File: src/rtl/fifo_pkg.sv
// Shared types, defaults and the pointer-advance helper for the FIFO family.
package fifo_pkg;

  localparam int DEF_WIDTH = 16;
  localparam int DEF_DEPTH = 8;

  typedef enum logic {
    FIFO_STD,
    FIFO_FWFT
  } fifo_mode_e;

  // Advance a ring pointer. The wrap is an explicit compare against the last
  // index so that non-power-of-two depths work.
  function automatic int unsigned next_ptr(input int unsigned ptr, input int unsigned depth);
    return (ptr == depth - 32'd1) ? 32'd0 : ptr + 32'd1;
  endfunction

endpackage

File: src/rtl/fifo_ram.sv
// DEPTH x WIDTH storage: synchronous write port, asynchronous read port.
module fifo_ram #(
  parameter int WIDTH = 16,
  parameter int DEPTH = 8,
  parameter int AW    = 3
) (
  input  logic             clk,
  input  logic             we,
  input  logic [AW-1:0]    waddr,
  input  logic [WIDTH-1:0] wdata,
  input  logic [AW-1:0]    raddr,
  output logic [WIDTH-1:0] rdata
);

  logic [WIDTH-1:0] mem [DEPTH];

  // Write port; contents are deliberately never reset.
  always_ff @(posedge clk) begin
    if (we) mem[waddr] <= wdata;
  end

  assign rdata = mem[raddr];

endmodule

File: src/rtl/sync_fifo_prog.sv
// Single-clock FIFO with arbitrary depth, programmable almost-full/empty
// thresholds, standard or first-word-fall-through read, and synchronous flush.
//
// Handshake: a write is taken on any rising edge where wr_en is high and the
// FIFO is not full; a read is taken where rd_en is high and the FIFO is not
// empty. Rejected requests raise overflow/underflow one cycle later; accepted
// writes raise wr_ack one cycle later. flush wins over both requests.
module sync_fifo_prog
  import fifo_pkg::*;
#(
  parameter int WIDTH = DEF_WIDTH,
  parameter int DEPTH = DEF_DEPTH,
  parameter int FWFT  = 0,
  parameter int CW    = $clog2(DEPTH + 1)
) (
  input  logic             clk,
  input  logic             rst,
  input  logic             flush,
  input  logic             wr_en,
  input  logic [WIDTH-1:0] din,
  input  logic             rd_en,
  input  logic [CW-1:0]    af_thresh,
  input  logic [CW-1:0]    ae_thresh,
  output logic [WIDTH-1:0] dout,
  output logic             rd_valid,
  output logic             wr_ack,
  output logic             overflow,
  output logic             underflow,
  output logic             full,
  output logic             empty,
  output logic             almostfull,
  output logic             almostempty,
  output logic [CW-1:0]    count
);

  localparam int            PW      = (DEPTH > 1) ? $clog2(DEPTH) : 1;
  localparam fifo_mode_e    MODE    = (FWFT != 0) ? FIFO_FWFT : FIFO_STD;
  localparam logic [CW-1:0] DEPTH_C = CW'(DEPTH);

  logic [PW-1:0]    wr_ptr;
  logic [PW-1:0]    rd_ptr;
  logic [CW-1:0]    count_q;
  logic [WIDTH-1:0] dout_q;
  logic             rd_valid_q;
  logic [WIDTH-1:0] rdata;
  logic             wr_acc;
  logic             rd_acc;

  // Status decoded from the registered occupancy; thresholds are used live.
  // A zero af_thresh and an ae_thresh of DEPTH or more saturate naturally.
  assign full        = (count_q == DEPTH_C);
  assign empty       = (count_q == '0);
  assign almostfull  = (count_q >= af_thresh);
  assign almostempty = (count_q <= ae_thresh);
  assign count       = count_q;

  // Accept decisions only look at full/empty, so a full FIFO rejects a write
  // even when a read frees a slot on the same edge, and vice versa.
  assign wr_acc = wr_en && !full;
  assign rd_acc = rd_en && !empty;

  fifo_ram #(
    .WIDTH (WIDTH),
    .DEPTH (DEPTH),
    .AW    (PW)
  ) u_ram (
    .clk   (clk),
    .we    (wr_acc && !flush),
    .waddr (wr_ptr),
    .wdata (din),
    .raddr (rd_ptr),
    .rdata (rdata)
  );

  // Pointers, occupancy, status pulses and the standard-mode output register.
  always_ff @(posedge clk or posedge rst) begin
    if (rst) begin
      wr_ptr     <= '0;
      rd_ptr     <= '0;
      count_q    <= '0;
      dout_q     <= '0;
      rd_valid_q <= 1'b0;
      wr_ack     <= 1'b0;
      overflow   <= 1'b0;
      underflow  <= 1'b0;
    end else if (flush) begin
      wr_ptr     <= '0;
      rd_ptr     <= '0;
      count_q    <= '0;
      rd_valid_q <= 1'b0;
      wr_ack     <= 1'b0;
      overflow   <= 1'b0;
      underflow  <= 1'b0;
    end else begin
      wr_ack     <= wr_acc;
      overflow   <= wr_en && full;
      underflow  <= rd_en && empty;
      rd_valid_q <= rd_acc;
      if (rd_acc) dout_q <= rdata;
      if (wr_acc) wr_ptr <= PW'(next_ptr(32'(wr_ptr), DEPTH));
      if (rd_acc) rd_ptr <= PW'(next_ptr(32'(rd_ptr), DEPTH));
      case ({wr_acc, rd_acc})
        2'b10:   count_q <= count_q + CW'(1);
        2'b01:   count_q <= count_q - CW'(1);
        default: count_q <= count_q;
      endcase
    end
  end

  // Read-side view: FWFT exposes the head word directly from the RAM.
  if (MODE == FIFO_FWFT) begin : g_fwft
    assign dout     = rdata;
    assign rd_valid = !empty;
  end else begin : g_std
    assign dout     = dout_q;
    assign rd_valid = rd_valid_q;
  end

endmodule

File: config.mk
export PLATFORM = sky130hd
export DESIGN_NAME = sync_fifo_prog
export DESIGN_NICKNAME = d
export VERILOG_FILES = /design/src/rtl/fifo_pkg.sv /design/src/rtl/fifo_ram.sv /design/src/rtl/sync_fifo_prog.sv
export SDC_FILE = /design/constraint.sdc
export NUM_CORES = 1
export LEC_CHECK = 0
export ABC_AREA = 0
export CAP_MARGIN = 15
export CORE_AREA = 2 2 123 125
export DETAILED_ROUTE_END_ITERATION = 6
export DIE_AREA = 0 0 125 127
export PLACE_DENSITY_LB_ADDON = 0.1
export SETUP_SLACK_MARGIN = 0.5
export SLEW_MARGIN = 15
export SYNTH_ARGS = -nofsm -noshare
export SYNTH_HDL_FRONTEND = slang
export SYNTH_SLANG_ARGS = --single-unit
File: constraint.sdc
create_clock -name clk -period 4.9 [get_ports clk]
set_input_delay 0.98 -clock clk [delete_from_list [all_inputs] [get_ports clk]]
set_output_delay 0.98 -clock clk [all_outputs]
set_load 0.02 [all_outputs]
==> metrics.md, run 1 <==
| Metric | Value |
|---|---|
| Wire length of the first global-routing pass | 19300 microns |
| Std cell rows | 44 |
| Worst setup SP type | input pin |
| Number of global-route vias before repair | 3348 |
| Port-buffer cells | 56 |
| Number of max-cap violations | 0 |
| Share of final-layout standard cells stronger than drive strength 1 | 17.9% |
| Proportion of netlist area held by the largest area contributor | 59.7% |
| Main flop type after synthesis | sky130_fd_sc_hd__edfxtp_1 |
| Dominant cell type by area after synthesis | sky130_fd_sc_hd__edfxtp_1 |
| Result of the run | finished, final reports clean |
| Post-layout total power | 3.92 mW |
| Cts bufs inserted | 17 |
| Maximum frequency from static timing analysis | 251 MHz |
| Share of the clock period used by the worst path after layout | 81.3% |
| Total die area | 15900 sq um |
| Number of buffers inserted by hold repair at cts | 0 |
| Final total negative setup slack | 0 ns |
| Number of buffers between clock root and the deepest sink | 2 |
| GRT Total Usage | 16.6% |
| Post-route ant nets | 0 |
| # Post-CTS Setup Buffers | 0 |
| Post-synth EDFFs | between 100 and 150 |
| Cell count after synthesis | approximately 360 |
| Global placer's final weighted congestion | 0.755 |
| Number of failing hold endpoints at the final stage | 0 |
| Critical-path maximum fanout | 2 |
| Arrival @ worst endpoint | 3.00 ns |
| Average vias per placed instance | 5.40 |
| Path type of the worst setup path | input pin to output port |
| IO Count | 57 |
| Half-perimeter wire length of the detailed placement result | 7250 microns |
| Data required time at the worst endpoint | 3.92 ns |
| Most frequently used cell type in the post-synthesis netlist | sky130_fd_sc_hd__edfxtp_1 |
| Die Span Y | 127 microns |
| Initial antenna violation count | 0 |
| Slew Viols, Final | 0 |
| Sequential element share of the synthesized area | a little under three quarters |
| Total standard cell area after synthesis | 6440 sq um |
| Type of element capturing the critical path | output port |
| Class of the tightest hold or removal check | flop to flop |
| Die outline width | 125 microns |
| Total power density per cell area | 506 nW/um^2 |
| Total number of vias | 3347 |
| Number of gates given a new drive strength after cts | 0 |
| Clock-pin transition on the worst setup and hold timing paths | 0.05 ns |
| Syn. warnings | 0 |
| P&R area growth vs syn | 20.2% |
| Maximum number of pins on one net before global-route repair | 35 |
| Clock Sink Count | 158 |
| Worst slew slack as a fraction of its limit | 39.9% |
| Filler cells | 1190 |
| Worst-skew pair later-pin latency | about 0.41 ns |
| CTS tree | yes |
| Placeable Area | 14400 sq um |
| Average routed wire per standard cell | 19.8 microns |
| Starting density of the core | 44.6% |
| Post-synth top cells | sky130_fd_sc_hd__edfxtp_1, sky130_fd_sc_hd__mux4_2, sky130_fd_sc_hd__dfrtp_1, sky130_fd_sc_hd__nor2_1, sky130_fd_sc_hd__a21oi_1 |
| Minimum period implied by the final worst setup slack | 3.98 ns |
| Count of inserted antenna diode cells | 0 |
| Total congestion overflow | 0 |
| First-iteration detailed-routing DRC count | approximately 230 |
| Static power due to leakage | 2.67 nW |
| First-pass iteration count of the detailed router | 4 |
| Synthesized netlist net count | 398 |
| Share of flip-flops with an asynchronous set or reset after synthesis | about a fifth |
| Level count of the clock H-tree | 4 |
| Synthesized area per cell | 18.1 sq um |
| Worst clock skew | 0.00813 ns |
| Number of design rule violations left after detail routing | 0 |
| Largest cells by area after synthesis | sky130_fd_sc_hd__edfxtp_1, sky130_fd_sc_hd__dfrtp_1, sky130_fd_sc_hd__mux4_2 |
| Worst-margin pin slew | roughly 0.9 ns |
| Netlist cell types | 39 |
| Final Core Density | 53.7% |
| RSZ-0062 raised after global routing | false |
| Post-layout net count | 467 |
| VDD IR max | around 0.28 mV |
| Total wire length after detailed routing | 12300 microns |
| Root Buffer Master | sky130_fd_sc_hd__clkbuf_16 |
| Setup-violating endpoint count in the final report | 0 |
| Synth Register Bits | 158 |
## metal layers
metal	wire (microns)	global-route usage, %	vias to the layer above
met4	166	6.21	0
met2	5890	25.4	106
met5	0	0	-
met1	5510	23.3	1697
met3	715	4.06	17
li1	-	-	1527
## worst max-delay path, stage by stage
cell and delay, ns:
sky130_fd_sc_hd__clkdlybuf4s50_1 0.45, sky130_fd_sc_hd__inv_1 0.04, sky130_fd_sc_hd__ha_1 0.29, sky130_fd_sc_hd__nor2b_1 0.14, sky130_fd_sc_hd__o21a_1 0.16, sky130_fd_sc_hd__o21a_1 0.16
sky130_fd_sc_hd__o21ai_0 0.15, sky130_fd_sc_hd__clkdlybuf4s50_1 0.63
## stage by stage
| stage | cells | worst slack, ns | hold WS, ns | area (sq um) |
|---|---|---|---|---|
| after floorplan | 355 | 1.72 | 0.543 | 6440 |
| after global placement | 589 | 0.960 | 0.511 | 7190 |
| after detailed placement | 589 | 0.923 | 0.524 | 7190 |
| after CTS | 620 | 0.915 | 0.536 | 7740 |
| after global routing | 620 | 0.810 | 0.572 | 7740 |
| final | 620 | 0.915 | 0.528 | 7740 |
## flip-flops by register name, indices dropped and copies added, names as in the netlist
| signal | flops |
|---|---|
| count | 4 |
| dout | 16 |
| underflow | 1 |
| u_ram.mem | 128 |
| wr_ptr | 3 |
| rd_valid | 1 |
| overflow | 1 |
| wr_ack | 1 |
| rd_ptr | 3 |
## final timing paths
kind / from / end / slack (ns) / depth (start not counted)
setup / recovery: ae_thresh[1] / almostempty / 0.92 / 8
hold / removal: dout[15] / dout[15] / 0.53 / 2
setup reg to reg: count[1] / u_ram.mem[4][14] / 2.28 / 5
hold reg to reg: dout[15] / dout[15] / 0.53 / 2
max in group asynchronous: rst / rd_ptr[0] / 3.56 / 3
min in group asynchronous: rst / count[3] / 0.99 / 3
## cells in the final DEF (no fill, tap or decap), drive strengths merged, types with 2 or more instances in the layout
cell type	count
dfrtp	30
nor2	30
buf	12
edfxtp	128
a21oi	24
ha	14
nand2	8
clkdlybuf4s50	56
mux2i	19
nor3	5
nand3b	2
inv	10
o21ai	3
mux4	32
clkinv	6
a211oi	2
clkbuf	22
o21a	3
bufinv	2
a21o	3
nand2b	6
## cells by family after synthesis
group                      share of synthesized area [%]
xor gates and xnor gates                           0.272
adders and majority gates                           2.72
and+or+nand+nor                                     4.57
muxes                                               14.1
DFF                                                 71.3
buffers and inverters                               2.84
AOI/OAI and AO/OA                                   4.12
## area by class of cell
cell class / count / area (sq um) / area share, %
Sequential cell: 158 / 4600 / 59.4
Multi-Input combinational cell: 169 / 1680 / 21.6
Timing Repair Buffer: 68 / 651 / 8.41
Clock buffer: 22 / 454 / 5.87
Tap cell: 184 / 230 / 2.97
Clock inverter: 9 / 95.1 / 1.23
Inverter: 10 / 37.5 / 0.485
## power by group
| part | total, mW | switching [mW] | internal [mW] |
|---|---|---|---|
| sequential | 1.72 | 0.153 | 1.57 |
| combinational | 0.959 | 0.451 | 0.507 |
| clock | 1.23 | 0.482 | 0.753 |
| total | 3.92 | 1.09 | 2.83 |
(Power assumes the default switching activity.)
==> inputs of run 2 (changes only) <==
==> constraint.sdc (replaced) <==
create_clock -name clk -period 3.88 [get_ports clk]
set_input_delay 0.776 -clock clk [delete_from_list [all_inputs] [get_ports clk]]
set_output_delay 0.776 -clock clk [all_outputs]
set_load 0.02 [all_outputs]
==> run 2 against run 1 <==
Power rose by 30%. Sequential share of layout area fell by 0.67 points. Die area did not move. Clock power rose by 37%. Critical path depth fell by 5. Combinational power rose by 26%. Clock skew fell by 0.0013 ns. Count of clock-buffer cells in the layout fell by 4. Largest cell class unchanged. Largest power group unchanged.
==> metrics.md, run 2 (same netlist as run 1, synthesis figures left out) <==
| Metric | Value |
|---|---|
| Result of the run | finished, final reports clean (unchanged) |
| Global-route track usage on met3 | 3.73% (was 4.06%) |
| Half-perimeter wire length of the detailed placement result | 7220 microns (was 7250 microns) |
| Power Internal | 3.69 mW (was 2.83 mW) |
| Wire length of the first global-routing pass | 19800 microns (was 19300 microns) |
| Total die area | 15900 sq um (unchanged) |
| Final Core Density | 54.3% (was 53.7%) |
| Critical-path maximum fanout | 14 (was 2) |
| Maximum number of pins on one net before global-route repair | 35 (unchanged) |
| Maximum frequency from static timing analysis | 309 MHz |
| Type of element capturing the critical path | output port (unchanged) |
| Placeable Area | 14400 sq um (unchanged) |
| Number of global-route vias before repair | 3417 (was 3348) |
| Post-route ant nets | 0 (unchanged) |
| Most common cell after layout, fill and taps aside | sky130_fd_sc_hd__edfxtp_1 (unchanged) |
| Post-layout net count | 471 (was 467) |
| Final total negative setup slack | 0 ns (unchanged) |
| Number of buffers between clock root and the deepest sink | 2 (unchanged) |
| Level count of the clock H-tree | 4 (unchanged) |
| Number of max-cap violations | 0 (unchanged) |
| P&R area growth vs syn | 21.6% (was 20.2%) |
| Grt met2 use | 26.3% (was 25.4%) |
| Count of inserted antenna diode cells | 0 (unchanged) |
| Most frequent cells in the layout | sky130_fd_sc_hd__edfxtp_1, sky130_fd_sc_hd__clkdlybuf4s50_1, sky130_fd_sc_hd__mux4_2, sky130_fd_sc_hd__nor2_1, sky130_fd_sc_hd__dfrtp_1 (unchanged) |
| Setup-violating endpoint count in the final report | 0 (unchanged) |
| Biggest register | u_ram.mem (unchanged) |
| Hold Worst Slack | 0.529 ns (was 0.528 ns) |
| Number of buffers inserted by hold repair at cts | 0 (unchanged) |
| Part of the total power dissipated in the clock network | 33.1% (was 31.5%) |
| Sequential fraction of design power | 43.0% (was 44.0%) |
| Starting density of the core | 44.6% (unchanged) |
| Maximum single-stage delay on the critical path | 0.80 ns (was 0.63 ns) |
| Switching share of power | 27.3% (was 27.7%) |
| Global Route met1 Usage | 23.7% (was 23.3%) |
| First-pass iteration count of the detailed router | 4 (unchanged) |
| Class of the tightest hold or removal check | flop to flop (unchanged) |
| Arrival @ worst endpoint | 2.46 ns (was 3.00 ns) |
| Cts bufs inserted | 17 (unchanged) |
| Number of failing hold endpoints at the final stage | 0 (unchanged) |
| First-iteration detailed-routing DRC count | 266 (was 227) |
| Initial antenna violation count | 0 (unchanged) |
| Path type of the worst setup path | flop to output port (was input pin to output port) |
| Global placer's final weighted congestion | 0.764 (was 0.755) |
| GRT Total Usage | 16.9% (was 16.6%) |
| Clock-pin transition on the worst setup and hold timing paths | 0.06 ns (was 0.05 ns) |
| Worst clock skew | 0.00685 ns (was 0.00813 ns) |
| Most used routing layer in global routing | met2 (unchanged) |
| Total congestion overflow | 0 (unchanged) |
| Worst-skew pair later-pin latency | 0.42 ns (was 0.41 ns) |
| Combinational share of power | 23.8% (was 24.5%) |
| Data required time at the worst endpoint | 3.10 ns (was 3.92 ns) |
| Total wire length after detailed routing | 12500 microns (was 12300 microns) |
| Average routed wire per standard cell | 20.0 microns (was 19.8 microns) |
| Slowest stage cell on the critical path | sky130_fd_sc_hd__or4b_2 (was sky130_fd_sc_hd__clkdlybuf4s50_1) |
| Max FFs per register | 128 (unchanged) |
| Reported net switching power | 1.39 mW (was 1.09 mW) |
| Die outline width | 125 microns (unchanged) |
| VDD IR max | 0.307 mV (was 0.275 mV) |
| Worst-margin pin slew | 0.923 ns (was 0.901 ns) |
| Share of the clock period used by the worst path after layout | 83.5% |
| Worst setup SP type | flop (was input pin) |
| Number of design rule violations left after detail routing | 0 (unchanged) |
| Slew Viols, Final | 0 (unchanged) |
| Average vias per placed instance | 5.34 (was 5.40) |
| Std cell rows | 44 (unchanged) |
| Root Buffer Master | sky130_fd_sc_hd__clkbuf_16 (unchanged) |
| Static power due to leakage | 2.73 nW (was 2.67 nW) |
| Share of final-layout standard cells stronger than drive strength 1 | 19.7% (was 17.9%) |
| Die Span Y | 127 microns (unchanged) |
| Port-buffer cells | 56 (unchanged) |
| IO Count | 57 (unchanged) |
| Total number of vias | 3337 (was 3347) |
| Worst-path cell chain | or4b_2, inv_1, clkdlybuf4s50_1 (was clkdlybuf4s50_1, inv_1, ha_1, nor2b_1, o21a_1, o21a_1, o21ai_0, clkdlybuf4s50_1) |
| CTS tree | yes (unchanged) |
| RSZ-0062 raised after global routing | false (unchanged) |
| Minimum period implied by the final worst setup slack | approximately 3.2 ns |
| Clock Sink Count | 158 (unchanged) |
| Total power density per cell area | 648 nW/um^2 (was 506 nW/um^2) |
| Worst slew slack as a fraction of its limit | 38.4% (was 39.9%) |
==> run 2: power by group through the flow <==
stage	logic [mW]	registers, mW	clock network [mW]
after floorplan	0.782	2.23	0
after global placement	1.22	2.22	0
after detailed placement	1.23	2.22	0
after CTS	1.23	2.19	1.73
after global routing	1.33	2.21	1.80
final	1.21	2.18	1.68
==> run 2: path summary, 6_finish.rpt <==
kind / from / endpoint / slack [ns] / cells after the start
min in group asynchronous: rst / wr_ptr[0] / 0.80 / 3
worst max register to register: count[1] / count[3] / 1.29 / 7
worst max-delay path: count[1] / full / 0.64 / 3
worst min-delay path: dout[5] / dout[5] / 0.53 / 2
max in group asynchronous: rst / rd_ptr[0] / 2.72 / 3
worst min register to register: dout[5] / dout[5] / 0.53 / 2
==> run 2: metal layers <==
layer | part of all wire, % | wire [microns]
met1 | 48 | 6000
met2 | 47 | 5920
met3 | 3.3 | 411
met4 | 1.4 | 169
met5 | 0 | 0
==> run 2: timing repair <==
item | 4_1_cts | 5_1_grt
gates resized for setup | 3 | 3
setup buffers | 0 | 0
endpoints found under the setup margin | 2 | 1
==> run 2: worst max-delay path: cells and delay by family (launching register included) <==
family	cells	cell delay (ns)
simple gates	1	0.80
flops	1	0.57
buf+inv	2	0.68
==> run 2: stage by stage <==
stage / instances / power [mW] / worst slack [ns] / instance area, sq um
floorplan: 355 / 3.01 / 0.957 / 6440
global placement: 593 / 3.44 / 0.353 / 7230
detailed placement: 593 / 3.46 / 0.286 / 7230
CTS: 625 / 5.15 / 0.560 / 7830
global route: 625 / 5.34 / 0.525 / 7830
finish: 625 / 5.07 / 0.640 / 7830
==> run 2: layout make-up <==
cell class,instances,area (sq um)
timing repair buffer,72,687
sequential,158,4600
tap,184,230
clock buffer,18,429
inverter,10,37.5
multi-input combinational,169,1680
clock inverter,14,173
fill,1148,6590
==> inputs of run 3 (changes only) <==
==> constraint.sdc (replaced) <==
create_clock -name clk -period 2.9 [get_ports clk]
set_input_delay 0.58 -clock clk [delete_from_list [all_inputs] [get_ports clk]]
set_output_delay 0.58 -clock clk [all_outputs]
set_load 0.02 [all_outputs]
==> run 3 against run 2 <==
Non-clock buffer count up 25. Power up 38%. Hold slack worse by 0.0084 ns. Wire length up 1.4%. Critical path depth up 4. Register-to-register slack worse by 0.71 ns. Clock skew up 0.0010 ns. Sequential share of layout area down 1.9 points. First-iteration DRC count up 17%. Clock power up 29%. Setup slack worse by 0.17 ns. Critical path type is now input pin to output port.
==> metrics.md, run 3 (same netlist as run 1, synthesis figures left out) <==
| Metric | Value |
|---|---|
| Result of the run | finished, final reports clean (unchanged) |
| VDD IR max | 0.410 mV (was 0.307 mV) |
| Part of the total power dissipated in the clock network | 31.0% (was 33.1%) |
| Critical-path maximum fanout | 2 (was 14) |
| Number of max-cap violations | 0 (unchanged) |
| Maximum frequency from static timing analysis | approximately 410 MHz |
| RSZ-0062 raised after global routing | true (was false) |
| Number of failing hold endpoints at the final stage | 0 (unchanged) |
| Placeable Area | 14400 sq um (unchanged) |
| CTS tree | yes (unchanged) |
| Total wire length after detailed routing | 12700 microns (was 12500 microns) |
| Worst setup SP type | input pin (was flop) |
| Average routed wire per standard cell | 19.5 microns (was 20.0 microns) |
| Filler cells | 1152 (was 1148) |
| Share of the clock period used by the worst path after layout | 83.7% |
| Worst-margin pin slew | 0.809 ns (was 0.923 ns) |
| Global placer's final weighted congestion | 0.765 (was 0.764) |
| Setup-violating endpoint count in the final report | 0 (unchanged) |
| Initial antenna violation count | 0 (unchanged) |
| Count of inserted antenna diode cells | 0 (unchanged) |
| Std cell rows | 44 (unchanged) |
| Die Span Y | 127 microns (unchanged) |
| Setup slack after placement | -0.318 ns (was 0.286 ns) |
| Register-to-register setup slack | 0.58 ns (was 1.29 ns) |
| Number of buffers inserted by hold repair at cts | 0 (unchanged) |
| Minimum period implied by the final worst setup slack | 2.43 ns |
| Maximum number of pins on one net before global-route repair | 25 (was 35) |
| Most frequent cells in the layout | sky130_fd_sc_hd__edfxtp_1, sky130_fd_sc_hd__clkdlybuf4s50_1, sky130_fd_sc_hd__buf_4, sky130_fd_sc_hd__mux4_2, sky130_fd_sc_hd__nor2_1 (was sky130_fd_sc_hd__edfxtp_1, sky130_fd_sc_hd__clkdlybuf4s50_1, sky130_fd_sc_hd__mux4_2, sky130_fd_sc_hd__nor2_1, sky130_fd_sc_hd__dfrtp_1) |
| Post-layout net count | 496 (was 471) |
| Type of element capturing the critical path | output port (unchanged) |
| Cts bufs inserted | 17 (unchanged) |
| Clock-pin transition on the worst setup and hold timing paths | 0.06 ns (about the same) |
| Total power density per cell area | 862 nW/um^2 (was 648 nW/um^2) |
| Arrival @ worst endpoint | 1.85 ns (was 2.46 ns) |
| Switching share of power | 27.8% (was 27.3%) |
| Half-perimeter wire length of the detailed placement result | 7910 microns (was 7220 microns) |
| GRT Total Usage | 17.1% (was 16.9%) |
| First-pass iteration count of the detailed router | 4 (unchanged) |
| Combinational share of power | 28.7% (was 23.8%) |
| Max FFs per register | 128 (unchanged) |
| Average vias per placed instance | 5.22 (was 5.34) |
| Level count of the clock H-tree | 4 (unchanged) |
| Class of the tightest hold or removal check | flop to flop (unchanged) |
| Worst-skew pair later-pin latency | 0.41 ns (was 0.42 ns) |
| Clock Sink Count | 158 (unchanged) |
| Share of final-layout standard cells stronger than drive strength 1 | 27.3% (was 19.7%) |
| Area used by multi-input combinational logic | 1760 sq um (was 1680 sq um) |
| Most common cell after layout, fill and taps aside | sky130_fd_sc_hd__edfxtp_1 (unchanged) |
| Path type of the worst setup path | input pin to output port (was flop to output port) |
| Number of global-route vias before repair | 3627 (was 3417) |
| Static power due to leakage | 2.85 nW (was 2.73 nW) |
| Number of buffers between clock root and the deepest sink | 2 (unchanged) |
| Sequential cell area | 4600 sq um (about the same) |
| Wire length of the first global-routing pass | 20200 microns (was 19800 microns) |
| Worst slew slack as a fraction of its limit | 46.0% (was 38.4%) |
| Total number of vias | 3395 (was 3337) |
| Root Buffer Master | sky130_fd_sc_hd__clkbuf_16 (unchanged) |
| P&R area growth vs syn | 25.8% (was 21.6%) |
| Total congestion overflow | 0 (unchanged) |
| IO Count | 57 (unchanged) |
| Sequential fraction of design power | 40.3% (was 43.0%) |
| Post-route ant nets | 0 (unchanged) |
| Port-buffer cells | 56 (unchanged) |
| Biggest register | u_ram.mem (unchanged) |
| Data required time at the worst endpoint | 2.32 ns (was 3.10 ns) |
| Die outline width | 125 microns (unchanged) |
| Starting density of the core | 44.6% (unchanged) |
| Number of design rule violations left after detail routing | 0 (unchanged) |
| Worst clock skew | 0.00786 ns (was 0.00685 ns) |
| Post-layout total power | 6.98 mW (was 5.07 mW) |
| Reported net switching power | 1.94 mW (was 1.39 mW) |
| Total die area | 15900 sq um (unchanged) |
| First-iteration detailed-routing DRC count | 310 (was 266) |
| Power Internal | 5.04 mW (was 3.69 mW) |
| Final setup slack of the worst path | 0.473 ns (was 0.640 ns) |
| Slew Viols, Final | 0 (unchanged) |
[run 3: cell types whose count changed in the layout (fill, tap and decap cells not counted), moves of 2 or more]
cell,delta
sky130_fd_sc_hd__buf_4,+24
sky130_fd_sc_hd__buf_12,+2
sky130_fd_sc_hd__inv_1,-2
sky130_fd_sc_hd__dlygate4sd2_1,+2
sky130_fd_sc_hd__ha_4,+4
sky130_fd_sc_hd__inv_2,+2
sky130_fd_sc_hd__clkdlybuf4s50_1,-5
sky130_fd_sc_hd__clkinvlp_4,+2
sky130_fd_sc_hd__ha_1,-4
[run 3: layout make-up]
type,instances,area share [%]
inverters,10,0.463
clock buffers,17,5.25
clock inverters,15,1.88
well taps,184,2.84
multi-input cells,169,21.7
repair buffers,97,11.1
flip-flops and latches,158,56.8
[run 3: timing repair]
action,in CTS,in global routing
cloned,0,0
pin swaps,10,5
setup endpoints to repair,5,4
setup buffers,8,2
gates resized for setup,33,5
[run 3: layer usage]
| metal | track usage [%] | vias up | part of all wire (%) |
|---|---|---|---|
| met5 | 0 | - | 0 |
| met4 | 6.41 | 0 | 1.3 |
| met3 | 4.27 | 10 | 3.8 |
| met2 | 27.7 | 73 | 49 |
| met1 | 22.7 | 1731 | 45 |
| li1 | - | 1581 | - |
[run 3: worst paths after layout]
path                                    from     endpoint  cells after the start
worst max register to register      count[1]     count[3]                      8
max in group asynchronous                rst     count[1]                      3
worst min register to register      dout[10]     dout[10]                      2
worst max-delay path            ae_thresh[2]  almostempty                      7
min in group asynchronous                rst    underflow                      2
worst min-delay path                dout[10]     dout[10]                      2
[run 3: stage by stage]
stage,util (%),hold slack (ns),setup TNS (ns),cell area (sq um),cells
2_1_floorplan,-,0.543,0,6450,355
3_5_place_dp,51.0,0.518,-0.452,7360,608
3_3_place_gp,51.0,0.504,-0.397,7360,608
5_1_grt,56.2,0.562,0,8100,650
6_report,56.2,0.520,0,8100,650
4_1_cts,55.8,0.529,0,8050,648
[run 3: power groups by stage]
stage / registers, mW / logic (mW) / clock network [mW]
after floorplan: 2.98 / 1.04 / 0
after global placement: 2.87 / 1.80 / 0
after detailed placement: 2.88 / 1.82 / 0
after CTS: 2.82 / 1.96 / 2.22
after global routing: 2.85 / 2.17 / 2.32
final: 2.82 / 2.00 / 2.16
[run 3: critical path, stage by stage]
cell and delay (ns):
sky130_fd_sc_hd__clkdlybuf4s50_1 0.45, sky130_fd_sc_hd__inv_1 0.06, sky130_fd_sc_hd__ha_4 0.21, sky130_fd_sc_hd__o21a_1 0.09
sky130_fd_sc_hd__o21a_1 0.16, sky130_fd_sc_hd__o21ai_1 0.13, sky130_fd_sc_hd__buf_4 0.16
